--- config.mk ---
export PLATFORM = sky130hd
export DESIGN_NAME = aesl_deadlock_param_monitor
export DESIGN_NICKNAME = d
export VERILOG_FILES = /design/src/rtl/aesl_deadlock_param_monitor.sv
export SDC_FILE = /design/constraint.sdc
export NUM_CORES = 1
export LEC_CHECK = 0
export ABC_AREA = 1
export CORE_MARGIN = 5
export CORE_UTILIZATION = 35
export CTS_BUF_LIST = sky130_fd_sc_hd__clkbuf_2 sky130_fd_sc_hd__clkbuf_4 sky130_fd_sc_hd__clkbuf_8
export DETAILED_ROUTE_END_ITERATION = 10
export HOLD_SLACK_MARGIN = 0.06
export PLACE_DENSITY = 0.54
export SYNTH_ARGS = -nofsm -noshare
export SYNTH_HDL_FRONTEND = slang
export SYNTH_SLANG_ARGS = --single-unit
--- constraint.sdc ---
create_clock -name clock -period 2.9 [get_ports clock]
set_clock_uncertainty 0.15 [all_clocks]
set_input_delay 0.87 -clock clock [delete_from_list [all_inputs] [get_ports clock]]
set_output_delay 0.87 -clock clock [all_outputs]
set_load 0.02 [all_outputs]
--- src/rtl/aesl_deadlock_param_monitor.sv ---
// aesl_deadlock_param_monitor
//
// Deadlock monitor for one HLS dataflow/pipeline instance. Per-channel AXIS
// block signals and per-sub-instance block/idle signals are reduced to a raw
// "stuck" condition. The block flag is raised only once that condition has
// persisted for THRESH consecutive cycles. A capture of the contributing
// sources and a cycle stamp is taken on every entry into BLOCKED.
//
// State table:
//   state     | meaning
//   S_IDLE    | raw condition absent, nothing pending
//   S_SUSPECT | raw present for fewer than THRESH cycles
//   S_BLOCKED | deadlock flagged, capture frozen
//
// Ports:
//   clock            in   clock
//   reset            in   synchronous, active-high reset
//   axis_block_sigs  in   [N_AXIS] per-channel blocked indication
//   inst_idle_sigs   in   [N_INST] per-sub-instance idle (idle never contributes)
//   inst_block_sigs  in   [N_INST] per-sub-instance blocked indication
//   clear            in   synchronous clear of flag and capture
//   block            out  deadlock flag (high in BLOCKED only)
//   report           out  one-cycle pulse on entry to BLOCKED
//   block_src        out  [N_INST+N_AXIS] captured contributors {inst, axis}
//   block_cycle      out  [CNT_W] cycle stamp at BLOCKED entry
module aesl_deadlock_param_monitor #(
  parameter int                N_AXIS    = 4,
  parameter int                N_INST    = 4,
  parameter logic [N_AXIS-1:0] AXIS_MASK = {N_AXIS{1'b1}},
  parameter logic [N_INST-1:0] PAR_MASK  = '0,
  parameter int                THRESH    = 1,
  parameter bit                STICKY    = 1'b1,
  parameter int                CNT_W     = 32
) (
  input  logic                     clock,
  input  logic                     reset,
  input  logic [N_AXIS-1:0]        axis_block_sigs,
  input  logic [N_INST-1:0]        inst_idle_sigs,
  input  logic [N_INST-1:0]        inst_block_sigs,
  input  logic                     clear,
  output logic                     block,
  output logic                     report,
  output logic [N_INST+N_AXIS-1:0] block_src,
  output logic [CNT_W-1:0]         block_cycle
);

  typedef enum logic [1:0] {
    S_IDLE    = 2'd0,
    S_SUSPECT = 2'd1,
    S_BLOCKED = 2'd2
  } state_t;

  localparam logic [16:0] THRESH_L = 17'(THRESH);

  state_t                     state, state_nx;
  logic [15:0]                persist, persist_nx, persist_inc;
  logic [16:0]                persist_p1;
  logic [CNT_W-1:0]           cycle_cnt;
  logic [N_AXIS-1:0]          axis_hit;
  logic [N_INST-1:0]          single_hit;
  logic                       par_all;
  logic                       raw;
  logic [N_INST+N_AXIS-1:0]   src_now;
  logic                       enter_blk;

  // Raw stuck condition: purely combinational from the inputs.
  always_comb begin
    axis_hit   = axis_block_sigs & AXIS_MASK;
    // Parallel-group members only count as a whole group, never singly.
    single_hit = inst_block_sigs & ~PAR_MASK & ~inst_idle_sigs;
    par_all    = (PAR_MASK != '0) && ((inst_block_sigs & PAR_MASK) == PAR_MASK);
    raw        = (|axis_hit) || (|single_hit) || par_all;
    src_now    = {single_hit | (par_all ? PAR_MASK : '0), axis_hit};
  end

  // 17-bit sum so the compare against THRESH cannot overflow.
  assign persist_p1  = {1'b0, persist} + 17'd1;
  assign persist_inc = (persist == 16'hFFFF) ? persist : persist_p1[15:0];

  always_comb begin
    state_nx   = state;
    persist_nx = raw ? persist_inc : 16'd0;
    case (state)
      S_IDLE: begin
        if (raw) begin
          state_nx = (THRESH_L == 17'd1) ? S_BLOCKED : S_SUSPECT;
        end
      end
      S_SUSPECT: begin
        if (!raw) begin
          state_nx = S_IDLE;
        end else if (persist_p1 == THRESH_L) begin
          state_nx = S_BLOCKED;
        end
      end
      S_BLOCKED: begin
        if (!STICKY && !raw) begin
          state_nx = S_IDLE;
        end
      end
      default: state_nx = S_IDLE;
    endcase
    // clear wins over raw on the same edge; raw is looked at again next edge.
    if (clear) begin
      state_nx   = S_IDLE;
      persist_nx = 16'd0;
    end
    enter_blk = (state_nx == S_BLOCKED) && (state != S_BLOCKED);
  end

  always_ff @(posedge clock) begin
    if (reset) begin
      state       <= S_IDLE;
      persist     <= 16'd0;
      cycle_cnt   <= '0;
      report      <= 1'b0;
      block_src   <= '0;
      block_cycle <= '0;
    end else begin
      state   <= state_nx;
      persist <= persist_nx;
      report  <= enter_blk;
      if (cycle_cnt != '1) begin
        cycle_cnt <= cycle_cnt + CNT_W'(1);
      end
      if (clear) begin
        block_src   <= '0;
        block_cycle <= '0;
      end else if (enter_blk) begin
        block_src   <= src_now;
        block_cycle <= cycle_cnt;
      end
    end
  end

  assign block = (state == S_BLOCKED);

endmodule

Yosys cells after proc, flatten, opt, wreduce, memory -nomap -nowiden
Index checks and enable logic that the tools add are counted.

storage, ports and cells
  bits of input ports = 15
  output and inout bits = 42
  word-level logic and storage cells = 30
  register bits after elaboration = 91

operators by class
  bitwise operators = 3
  eq/ne operators = 7
  reductions and logical operators = 7
  multiplexer cells = 5
  $add $sub $neg = 2

operators with widths
  kind                                                              number
  32-bit by 1-bit adder with 32-bit output, second input constant   1
  32-bit != test, second input constant                             1
  16-bit by 1-bit adder with 17-bit output, second input constant   1
  17-bit by 1-bit == test with 1-bit output, second input constant  1
  16-bit == test, second input constant                             1
  2-bit two-way mux                                                 4
  4-bit OR reduction                                                2
  2-bit one-hot mux with 3 select lines                             1
  4-bit AND                                                         1
  2-bit == test, second input constant                              2
  4-bit inverter                                                    1
  3-bit OR reduction                                                1
  2-bit by 1-bit == test with 1-bit output, second input constant   1
  2-bit zero test                                                   1
  2-bit != test, second input constant                              1
  2-bit OR reduction                                                1
  1-bit logical AND                                                 1
  1-bit logical OR                                                  1
  1-bit inverter                                                    1

Depth between registers and ports, before layout
  depth in word-level cells = 9
  depth in mapped cells = 16
  depth with buffers taken out = 15

Least setup slack after synthesis
OpenSTA, ideal clock, no wires.

  path type = input -> register
  start point = input inst_block_sigs[3]
  end point = register block_cycle[0]
  buffers on the path = 1
  setup slack = 0.702 ns
  data arrival time = 1.935 ns
  required time = 2.637 ns
  setup time = 0.113 ns
  stages on the path = 10
  cell sequence = inv_1 -> nor2_1 -> nor3_1 -> o221ai_1 -> nand2_1 -> a21oi_1 -> nand3_4 -> buf_2 -> nor2_1 -> nor2_1

between the ends
  longest elaborated chain between the ends = 8
  elaborated cells on any way between the ends = 9
  those cells by class = eq/ne: 1; mux: 4; bitwise: 1; reduce/logical: 3

ends and longest elaborated chain
  element                                  RTL line  text
  from (decl)                              39        input logic [N_INST-1:0] inst_block_sigs,
  4-bit AND *                              70        single_hit = inst_block_sigs & ~PAR_MASK & ~inst_idle_sigs;
  4-bit OR reduction *                     72        raw = (|axis_hit) || (|single_hit) || par_all;
  1-bit logical OR *                       72
  2-bit two-way mux (on tied branches)     90, 85
  2-bit one-hot mux with 3 select lines *  83        case (state)
  2-bit two-way mux *                      104       if (clear) begin
  2-bit == test *                          108       enter_blk = (state_nx == S_BLOCKED) && (state != S_BLOCKED);
  1-bit logical AND *                      108
  to (signal assigned)                     131       block_cycle <= cycle_cnt;
  to (decl)                                44        output logic [CNT_W-1:0] block_cycle

Every way passes the cells marked *; elsewhere a longest branch is shown, timed or not.
A chain may end at the register's enable or synchronous reset.

Final worst setup path
  start point = register state[1]
  end point = output block

between the ends
  longest elaborated chain between the ends = 1

ends and longest elaborated chain
  element                 RTL line  text
  from (decl)             55        state_t state, state_nx;
  from (signal assigned)  120       state <= state_nx;
  2-bit == test           136       assign block = (state == S_BLOCKED);
  to (decl)               41        output logic block,

No other way between the ends.

==> impl_metrics.env <==
export IMPL_dpl_cell_area_um2=5250
export IMPL_grt_max_degree=42
export IMPL_gp_congestion=0.846
export IMPL_p_per_area_nw_per_um2=454
export IMPL_die_height_um=123
export IMPL_ys_ff_latch=91
export IMPL_synth_edf_count=0
export IMPL_yosys_area_top_type="dfxtp_1"
export IMPL_netlist_area_um2=4460
export IMPL_diodes=0
export IMPL_nets=767
export IMPL_vias=4161
export IMPL_ys_seq_area_share_pct=40.9
export IMPL_drtPass1Iterations=4
export IMPL_leakage_uw=0.00252
export IMPL_synth_compound_area_share_pct=5.95
export IMPL_min_period_over_period_pct=87.9
export IMPL_crit_type="reg -> out"
export IMPL_synth_area_mux_share_pct=0
export IMPL_finalHoldViolCount=0
export IMPL_num_rows=41
export IMPL_worstPathMaxFanout=2
export IMPL_die_area_um2=15100
export IMPL_clk_pin_slew_ps=80
export IMPL_ys_flop_type="dfxtp_1"
export IMPL_hold_start="cycle_cnt[4]"
export IMPL_drt_iter0_drc=305
export IMPL_port_buffers=56
export IMPL_grt_usage_pct=15.1
export IMPL_drc=0
export IMPL_placed_cells=910
export IMPL_worstSkewPairLatency_ps=370
export IMPL_vias_per_cell=4.49
export IMPL_fin_crit_ps=2550
export IMPL_rrSetupSlack_ps=400
export IMPL_fin_cells=926
export IMPL_postCtsSetupBuffers=0
export IMPL_crit_required_ps=1880
export IMPL_reg2reg_from="cycle_cnt[0]"
export IMPL_synth_xor_area_share_pct=4.13
export IMPL_reg2reg_to="cycle_cnt[25]"
export IMPL_hold_depth=2
export IMPL_htree_levels=3
export IMPL_numCtsBuffers=9
export IMPL_finalWorstSetupSlack_ps=351
export IMPL_grt_setup_unrepaired="false"
export IMPL_cts_resized=0
export IMPL_r2r_cells=11
export IMPL_cts_root_buf="clkbuf_8"
export IMPL_overflow=0
export IMPL_cts_tree="yes"
export IMPL_drtAntennaViolNets=0
export IMPL_synth_most_common_cell="nand2_1"
export IMPL_grt_pass1_vias=3806
export IMPL_ir_worst_vdd_mv=0.248
export IMPL_io_pins=57
export IMPL_finalWirelength_um=10900
export IMPL_synth_cell_types=27
export IMPL_arrival_ps=1530
export IMPL_cts_sinks=91
export IMPL_postCtsHoldBufs=0
export IMPL_syn_area_per_cell_um2=6.44
export IMPL_worst_slew_pin_slew_ps=487
export IMPL_cap_violations=0
export IMPL_antenna_found_initial=0
export IMPL_syn_nets=710
export IMPL_drive_above_1_share_pct=4.91
export IMPL_hold_class="reg -> reg"
export IMPL_synth_area_leaders="dfxtp_1, nand2_1, nor2_1"
export IMPL_maxSlewHeadroom_pct=67.2
export IMPL_dp_hpwl_um=8100
export IMPL_die_x_um=123
export IMPL_clockBufferDepth=2
export IMPL_avgRoutedWirePerCell_um=11.7
export IMPL_async_reset_ff_share_pct=0
export IMPL_core_um2=12600
export IMPL_synthAdderAreaFrac_pct=0.842
export IMPL_fmax_ghz=0.392
export IMPL_netlist_instances=692
export IMPL_place_ws_ps=-59.7
export IMPL_yosys_area_share_simple_pct=36.5
export IMPL_cp_end_kind="output port"
export IMPL_area_delta_synth_final_pct=22.6
export IMPL_total_power_uw=2480
export IMPL_synth_top_family_by_area="simple AND/OR/NAND/NOR gates"
export IMPL_outcome="finished, final reports clean"
export IMPL_synth_top_cell_area_share_pct=40.9
export IMPL_yosysWarnings=0
export IMPL_whs_endpoint="cycle_cnt[4]"
export IMPL_post_route_util_pct=43.5
export IMPL_grt_pass1_wl_um=18200
export IMPL_drv_slew=0
export IMPL_setup_viol=0
export IMPL_cp_start_kind="flip-flop"
export IMPL_initial_utilization_pct=35.5
export IMPL_synth_common_cells="nand2_1, nor2_1, inv_1"
export IMPL_design_area_um2=5460
-- layout make-up --
cell class                 instances  area [µm²]
timing repair buffer              65         666
clock inverter                     4        48.8
multi-input combinational        466        2120
sequential                        91        1820
tap                              172         215
clock buffer                      12         159
inverter                         116         435
fill                            1332        7110
-- metrics by stage --
| stage | TNS [ps] | hold WS [ps] |
|---|---|---|
| finish | 0 | 342 |
| global route | 0 | 382 |
| CTS | 0 | 345 |
| detailed placement | -1560 | 332 |
| global placement | 0 | 340 |
| floorplan | 0 | 287 |
-- cells by family after synthesis --
group	Yosys count
flip-flops	91
adder cells (fa/ha/maj)	3
AND/OR/NAND/NOR	393
AO/OA/AOI/OAI	49
XOR/XNOR	21
buffers and inverters	135
-- flip-flops by register name, indices dropped and copies added, names as in the netlist --
name         flops
report           1
persist         16
block_cycle     32
cycle_cnt       32
state            2
block_src        8
-- metal layers --
metal  vias to the layer above  wire length, µm  global-route usage (%)
met5                         -                0                       0
met3                        10              390                    3.09
met2                        72             4850                    23.7
met4                         0              178                    5.67
met1                      1861             5430                    20.3
li1                       2218                -                       -
-- worst max-delay path: stages, from the launching register on --
cell             delay, ps
dfxtp_1                310
inv_1                   40
nor2_1                 150
clkdlybuf4s50_1        650
-- worst max path at each step --
| stage | slack, ps | startpoint | end |
|---|---|---|---|
| CTS | 310 | state[1] | block |
| global route | 70 | cycle_cnt[1] | cycle_cnt[25] |
| floorplan | 700 | inst_block_sigs[3] | block_cycle[0] |
| finish | 350 | state[1] | block |
| global placement | 10 | inst_block_sigs[3] | block_cycle[21] |
| detailed placement | -60 | inst_block_sigs[3] | block_cycle[2] |
-- layout by cell type (no fill, tap or decap) --
cell / synthesis / layout
nand2_2: 2 / 2
clkinv_4: 0 / 1
bufinv_16: 0 / 1
nor2_2: 4 / 5
inv_1: 115 / 115
a21oi_1: 16 / 16
ha_1: 3 / 3
nand3_1: 22 / 22
nor2_1: 140 / 139
nand3_4: 1 / 1
nand2_1: 189 / 189
nor4b_4: 1 / 1
a31oi_1: 7 / 7
nand4_1: 15 / 15
nor3_1: 10 / 10
xor2_1: 14 / 14
or2_2: 2 / 2
o21ai_1: 1 / 1
nor4_1: 5 / 5
clkinv_2: 0 / 2
nand3b_1: 2 / 2
o21ai_0: 21 / 21
clkbuf_8: 0 / 11
clkbuf_4: 0 / 1
o21bai_1: 3 / 3
dfxtp_1: 91 / 91
buf_12: 0 / 3
xnor2_1: 7 / 7
clkdlybuf4s50_1: 0 / 56
buf_4: 1 / 6
o221ai_1: 1 / 1
inv_2: 1 / 1
-- where the power goes --
group / internal (µW) / switching [µW]
Combinational: 115 / 152
Clock: 455 / 462
Sequential: 1280 / 19.5
No activity file was read; power rests on OpenSTA's default activity.
